[src/rtl/bus_dma_copy_if.sv]
// CPU memory bus (24-bit AB, 8-bit DO/DI, WE, RDY) shared by the initiator and the RAM responder.
interface bus_dma_copy_if;
  logic [23:0] AB;
  logic [7:0]  DO;
  logic [7:0]  DI;
  logic        WE;
  logic        RDY;

  modport master (output AB, output DO, output WE, input DI, input RDY);
  modport slave  (input AB, input DO, input WE, output DI, output RDY);
endinterface

[src/rtl/bus_dma_copy.sv]
// Bus-master block copy engine: one read then one write per byte, aborting before any write into the vector region.
// Optional constant-fill mode is compiled in when DMA_FILL_EN is defined.
module bus_dma_copy #(
  parameter int          LEN_W    = 17,
  parameter logic [23:0] VEC_BASE = 24'hFFFFF0
) (
  input  logic             clk,
  input  logic             reset,
  input  logic             start,
  input  logic [23:0]      src,
  input  logic [23:0]      dst,
  input  logic [LEN_W-1:0] len,
`ifdef DMA_FILL_EN
  input  logic             fill,
  input  logic [7:0]       fill_val,
`endif
  output logic             busy,
  output logic             done,
  output logic             err,
  bus_dma_copy_if.master   bus
);

  typedef enum logic [1:0] {
    S_IDLE  = 2'd0,
    S_READ  = 2'd1,
    S_WRITE = 2'd2,
    S_DONE  = 2'd3
  } state_t;

  state_t           state_q, state_d;
  logic [23:0]      src_q, src_d;
  logic [23:0]      dst_q, dst_d;
  logic [LEN_W-1:0] cnt_q, cnt_d;
  logic             err_q, err_d;
  logic             dst_in_vec;
  logic [7:0]       wr_data;
  state_t           after_write;

`ifdef DMA_FILL_EN
  logic             fill_q, fill_d;
  logic [7:0]       fill_val_q, fill_val_d;
`endif

  // Evaluated against the live pointer so a wrap into the vectors mid-transfer also aborts.
  assign dst_in_vec = (dst_q >= VEC_BASE);

`ifdef DMA_FILL_EN
  assign wr_data     = fill_q ? fill_val_q : bus.DI;
  assign after_write = fill_q ? S_WRITE : S_READ;
`else
  assign wr_data     = bus.DI;
  assign after_write = S_READ;
`endif

  always_ff @(posedge clk) begin
    if (reset) begin
      state_q <= S_IDLE;
      src_q   <= '0;
      dst_q   <= '0;
      cnt_q   <= '0;
      err_q   <= 1'b0;
`ifdef DMA_FILL_EN
      fill_q     <= 1'b0;
      fill_val_q <= '0;
`endif
    end else begin
      state_q <= state_d;
      src_q   <= src_d;
      dst_q   <= dst_d;
      cnt_q   <= cnt_d;
      err_q   <= err_d;
`ifdef DMA_FILL_EN
      fill_q     <= fill_d;
      fill_val_q <= fill_val_d;
`endif
    end
  end

  always_comb begin
    state_d = state_q;
    src_d   = src_q;
    dst_d   = dst_q;
    cnt_d   = cnt_q;
    err_d   = err_q;
`ifdef DMA_FILL_EN
    fill_d     = fill_q;
    fill_val_d = fill_val_q;
`endif
    case (state_q)
      S_IDLE: begin
        if (start) begin
          err_d = 1'b0;
          if (len != '0) begin
            src_d = src;
            dst_d = dst;
            cnt_d = len;
`ifdef DMA_FILL_EN
            fill_d     = fill;
            fill_val_d = fill_val;
            state_d    = fill ? S_WRITE : S_READ;
`else
            state_d    = S_READ;
`endif
          end else begin
            state_d = S_DONE;
          end
        end
      end
      S_READ: begin
        if (bus.RDY) state_d = S_WRITE;
      end
      S_WRITE: begin
        // The abort does not wait for RDY: no bus cycle is issued.
        if (dst_in_vec) begin
          err_d   = 1'b1;
          state_d = S_DONE;
        end else if (bus.RDY) begin
          src_d   = src_q + 24'd1;
          dst_d   = dst_q + 24'd1;
          cnt_d   = cnt_q - LEN_W'(1);
          state_d = (cnt_q == LEN_W'(1)) ? S_DONE : after_write;
        end
      end
      S_DONE: state_d = S_IDLE;
      default: state_d = S_IDLE;
    endcase
  end

  always_comb begin
    busy   = 1'b0;
    done   = 1'b0;
    bus.AB = '0;
    bus.WE = 1'b0;
    bus.DO = '0;
    case (state_q)
      S_READ: begin
        busy   = 1'b1;
        bus.AB = src_q;
      end
      S_WRITE: begin
        busy   = 1'b1;
        bus.AB = dst_q;
        bus.WE = !dst_in_vec;
        bus.DO = wr_data;
      end
      S_DONE: done = 1'b1;
      default: ;
    endcase
  end

  assign err = err_q;

endmodule

[src/flat_wrapper.sv]
// flat-port wrapper written by rule: the top's interface ports become plain ports
module bus_dma_copy_flat 
#(
  parameter int          LEN_W    = 17,
  parameter logic [23:0] VEC_BASE = 24'hFFFFF0
)
  (clk, reset, start, src, dst, len, busy, done, err, bus_AB, bus_DO, bus_WE, bus_DI, bus_RDY);
  bus_dma_copy_if bus_i ();
  input  logic clk;
  input  logic reset;
  input  logic start;
  input  logic [23:0] src;
  input  logic [23:0] dst;
  input  logic [LEN_W-1:0] len;
  output logic busy;
  output logic done;
  output logic err;
  output wire logic [$bits(bus_i.AB)-1:0] bus_AB;
  output wire logic [$bits(bus_i.DO)-1:0] bus_DO;
  output wire logic [$bits(bus_i.WE)-1:0] bus_WE;
  input wire logic [$bits(bus_i.DI)-1:0] bus_DI;
  input wire logic [$bits(bus_i.RDY)-1:0] bus_RDY;
  assign bus_AB = bus_i.AB;
  assign bus_DO = bus_i.DO;
  assign bus_WE = bus_i.WE;
  assign bus_i.DI = bus_DI;
  assign bus_i.RDY = bus_RDY;
  bus_dma_copy #(.LEN_W(LEN_W), .VEC_BASE(VEC_BASE)) u_core (.clk(clk), .reset(reset), .start(start), .src(src), .dst(dst), .len(len), .busy(busy), .done(done), .err(err), .bus(bus_i));
endmodule
[config.mk]
export PLATFORM = sky130hd
export DESIGN_NAME = bus_dma_copy_flat
export DESIGN_NICKNAME = d
export VERILOG_FILES = /design/src/rtl/bus_dma_copy_if.sv /design/src/rtl/bus_dma_copy.sv /design/src/flat_wrapper.sv
export SDC_FILE = /design/constraint.sdc
export NUM_CORES = 1
export LEC_CHECK = 0
export ABC_AREA = 0
export CORE_MARGIN = 2
export CORE_UTILIZATION = 25
export CTS_CLUSTER_DIAMETER = 150
export DETAILED_ROUTE_END_ITERATION = 7
export PLACE_DENSITY = 0.52
export SETUP_SLACK_MARGIN = 0.4
export SLEW_MARGIN = 0
export SYNTH_ARGS = -nofsm -noshare
export SYNTH_HDL_FRONTEND = slang
export SYNTH_SLANG_ARGS = --single-unit
[constraint.sdc]
create_clock -name clk -period 2 [get_ports clk]
set_input_delay 0.5 -clock clk [delete_from_list [all_inputs] [get_ports clk]]
set_output_delay 0.5 -clock clk [all_outputs]
set_load 0.01 [all_outputs]
==> impl_metrics.csv <==
group,metric,value,unit
clocking,cts-buffers-inserted,9,
route,vias,6645,
clocking,hold_buffers,0,
place,dpl_worst_slack,-0.580,ns
synthesis,synth_cell_types,65,
place,placed_area,0.00770,mm²
global_routing,grt_pass1_wl,35400,µm
place,dp_hpwl,15900,µm
synthesis,ys_seq_area_share,28.1,%
synthesis,ys_warn_count,0,
job,maxCapViolations,0,
timing,hold_viol,0,
run_status,status,"finished with violations",
route,drt-total-wl,23800,µm
floorplanning,core_region_area,0.0188,mm²
floorplanning,die_w,143,µm
critical_path,required,1.50,ns
critical_path,end_kind,"primary output",
power,leakagePower,3.62,nW
global_routing,grt_usage,22.2,%
timing,finalCriticalPeriod,2.27,ns
place,place.gp.congestion,0.946,
route,drc,0,
timing,max_slew.worst_pin.slew,0.657,ns
timing,final_max_slew_viol_count,0,
synthesis,yosys.area.top_type_share,28.1,%
critical_path,worstSetupPathType,"register to primary output",
power,p_sw,0.00309,W
cells_and_area,area_growth,98.4,%
floorplanning,dieHeight,143,µm
power,total_power,0.00801,W
synthesis,async_flop_share,0,%
synthesis,synth_area_leaders,"dfxtp_1, a21oi_1, a22oi_1, nand2_1, o21ai_0",
floorplanning,die-area,0.0205,mm²
global_routing,grt-ovfl-total,0,
global_routing,grt_pass1_vias,6469,
timing,fmax,0.440,GHz
clocking,htreeDepth,3,
critical_path,cpMostUsedCell,"nor2_4",
synthesis,synthesis.area,0.00484,mm²
floorplanning,core.rowCount,50,
synthesis,ys_ff_latch,68,
critical_path,cp.arrival,1.77,ns
critical_path,worstPathCellList,"nand4_1, or4_4, nor2_4, nor2_4, buf_6",
power,power_density,833,mW/mm²
clocking,clk_pin_slew_worst_paths,0.06,ns
clocking,clkLatencyLatePin,0.35,ns
timing,finalSetupViolCount,100,
timing,fin_crit_sh,114,%
clocking,clock-sinks,68,
floorplanning,initial_core_util,25.7,%
critical_path,worstSetupStartpointType,"register",
global_routing,antenna_found_initial,0,
timing,rsz0062_at_grt,"true",
route,wl_met3,1580,µm
clocking,tritoncts,"yes",
cells_and_area,final_area,0.00961,mm²
place,portBuffers,112,
route,vias_per_cell,5.45,
cells_and_area,n_antenna_cell,0,
timing,finalWorstSetupSlack,-0.273,ns
critical_path,cp_max_fo,2,
clocking,clockBufferDepth,2,
power,p_clk_share,20.0,%
power,comb_power_share,56.7,%
floorplanning,io_pins,113,
route,wl_per_cell,19.5,µm
critical_path,crit_slowest_cell,"or4_4",
worst_hold_path,hp-class,"register to register",
power,intPower,0.00491,W
cells_and_area,n_fill_cell,1695,
clocking,clockRootBuffer,"clkbuf_16",
synthesis,synth_most_common_cell,"dfxtp_1",
global_routing,grt_max_degree,34,
critical_path,worst-path-buf-inv,1,
critical_path,crit_family,"simple AND/OR/NAND/NOR gates",
synthesis,synth_commonest_cells,"dfxtp_1, a21oi_1, nand2_1",
power,seqPwrFrac,23.3,%
synthesis,synth_fp_nets,738,
synthesis,synth_flop_cell,"dfxtp_1",
cells_and_area,nets,1041,
synthesis,netlist_instances,652,
cells_and_area,drive_above_1_share,50.5,%
timing,whs,0.486,ns
power,peakVddDrop,0.516,mV
route,drt-initial-drc-count,430,
route,route.met2.wl,11500,µm
timing,slew_headroom,56.2,%
critical_path,cpPeakStageDelay,0.63,ns
route,topRoutingLayerUsed,"met4",
route,met1_length,10100,µm
route,drtPass1Iterations,6,
synthesis,synth-edff-count,0,
power,switching_share,38.6,%
route,ant_nets,0,
synthesis,syn_avg_cell_area,7.43,µm²
timing,clock_skew,0.00909,ns
run_status,violations,"negative setup slack",
synthesis,yosysTopAreaCell,"dfxtp_1",
==> final timing paths <==
| check | from | end | slack (ns) | cells after the start |
|---|---|---|---|---|
| max | u_core.dst_q[11]$_SDFFE_PP0P_ | bus_WE | -0.27 | 5 |
| min | u_core.cnt_q[15]$_SDFFE_PP0P_ | u_core.cnt_q[15]$_SDFFE_PP0P_ | 0.49 | 2 |
| max reg2reg | u_core.dst_q[11]$_SDFFE_PP0P_ | u_core.src_q[14]$_SDFFE_PP0P_ | -0.27 | 8 |
| min reg2reg | u_core.cnt_q[15]$_SDFFE_PP0P_ | u_core.cnt_q[15]$_SDFFE_PP0P_ | 0.49 | 2 |
==> cells by family after synthesis <==
group,after synthesis,synth area share (%)
adders and majority gates,9,2.33
muxes,10,2.09
and+or+nand+nor,254,27.7
AOI/OAI and AO/OA,238,33.0
buffers and inverters,73,6.69
DFF,68,28.1
==> registers in the layout, summed over array words and instances (netlist names) <==
name,cells
u_core.cnt_q,17
u_core.dst_q,24
u_core.err,1
u_core.src_q,24
u_core.state_q,2
==> cell usage in the layout (no fill, tap or decap), drive strengths merged, types with 24 or more instances in the layout <==
master	count
inv	24
nor2b	26
dfxtp	68
clkdlybuf4s50	59
a21oi	56
nor2	39
nand3	28
nand2	56
o21ai	41
buf	262
a22oi	31
==> per-layer routing <==
metal / up-vias / track usage (%)
li1: 3119 / -
met1: 3216 / 28.9
met2: 264 / 36.3
met3: 46 / 3.35
met4: 0 / 9.59
met5: - / 0
==> worst register-to-register path, cell delays in order (launching register included) <==
cell	delay (ns)
dfxtp_2	0.33
nand4_1	0.14
or4_4	0.63
buf_6	0.17
nor3_4	0.25
or2_4	0.26
buf_12	0.16
nor3_4	0.04
nor4_2	0.21
==> power groups by stage <==
stage	sequential (W)	combinational (W)	clock, W
finish	0.00187	0.00454	0.00160
global route	0.00190	0.00480	0.00167
CTS	0.00184	0.00377	0.00161
floorplan	0.00185	0.00178	0
global placement	0.00184	0.00304	0
detailed placement	0.00185	0.00309	0
==> final cells by class <==
type | instances | area [µm²] | share of cell area [%]
clock inverter | 4 | 22.5 | 0.234
multi-input combinational | 511 | 4220 | 43.9
clock buffer | 12 | 267 | 2.77
timing repair buffer | 341 | 3290 | 34.3
sequential | 68 | 1380 | 14.4
tap | 260 | 325 | 3.39
inverter | 24 | 100 | 1.04
==> metrics by stage <==
stage | cells | utilization, % | TNS [ns]
2_1_floorplan | 652 | - | 0
3_3_place_gp | 1130 | 40.9 | -32.50
3_5_place_dp | 1130 | 40.9 | -34.86
4_1_cts | 1186 | 46.2 | -13.51
5_1_grt | 1220 | 51.0 | -22.22
6_report | 1220 | 51.0 | -16.79
==> timing repair <==
item / in CTS / in global routing
setup endpoints to repair: 104 / 103
gates cloned: 4 / 3
resized for setup: 274 / 148
buffers inserted: 36 / 31
pin swaps: 29 / 67
Power figures use the tool's default switching activity.
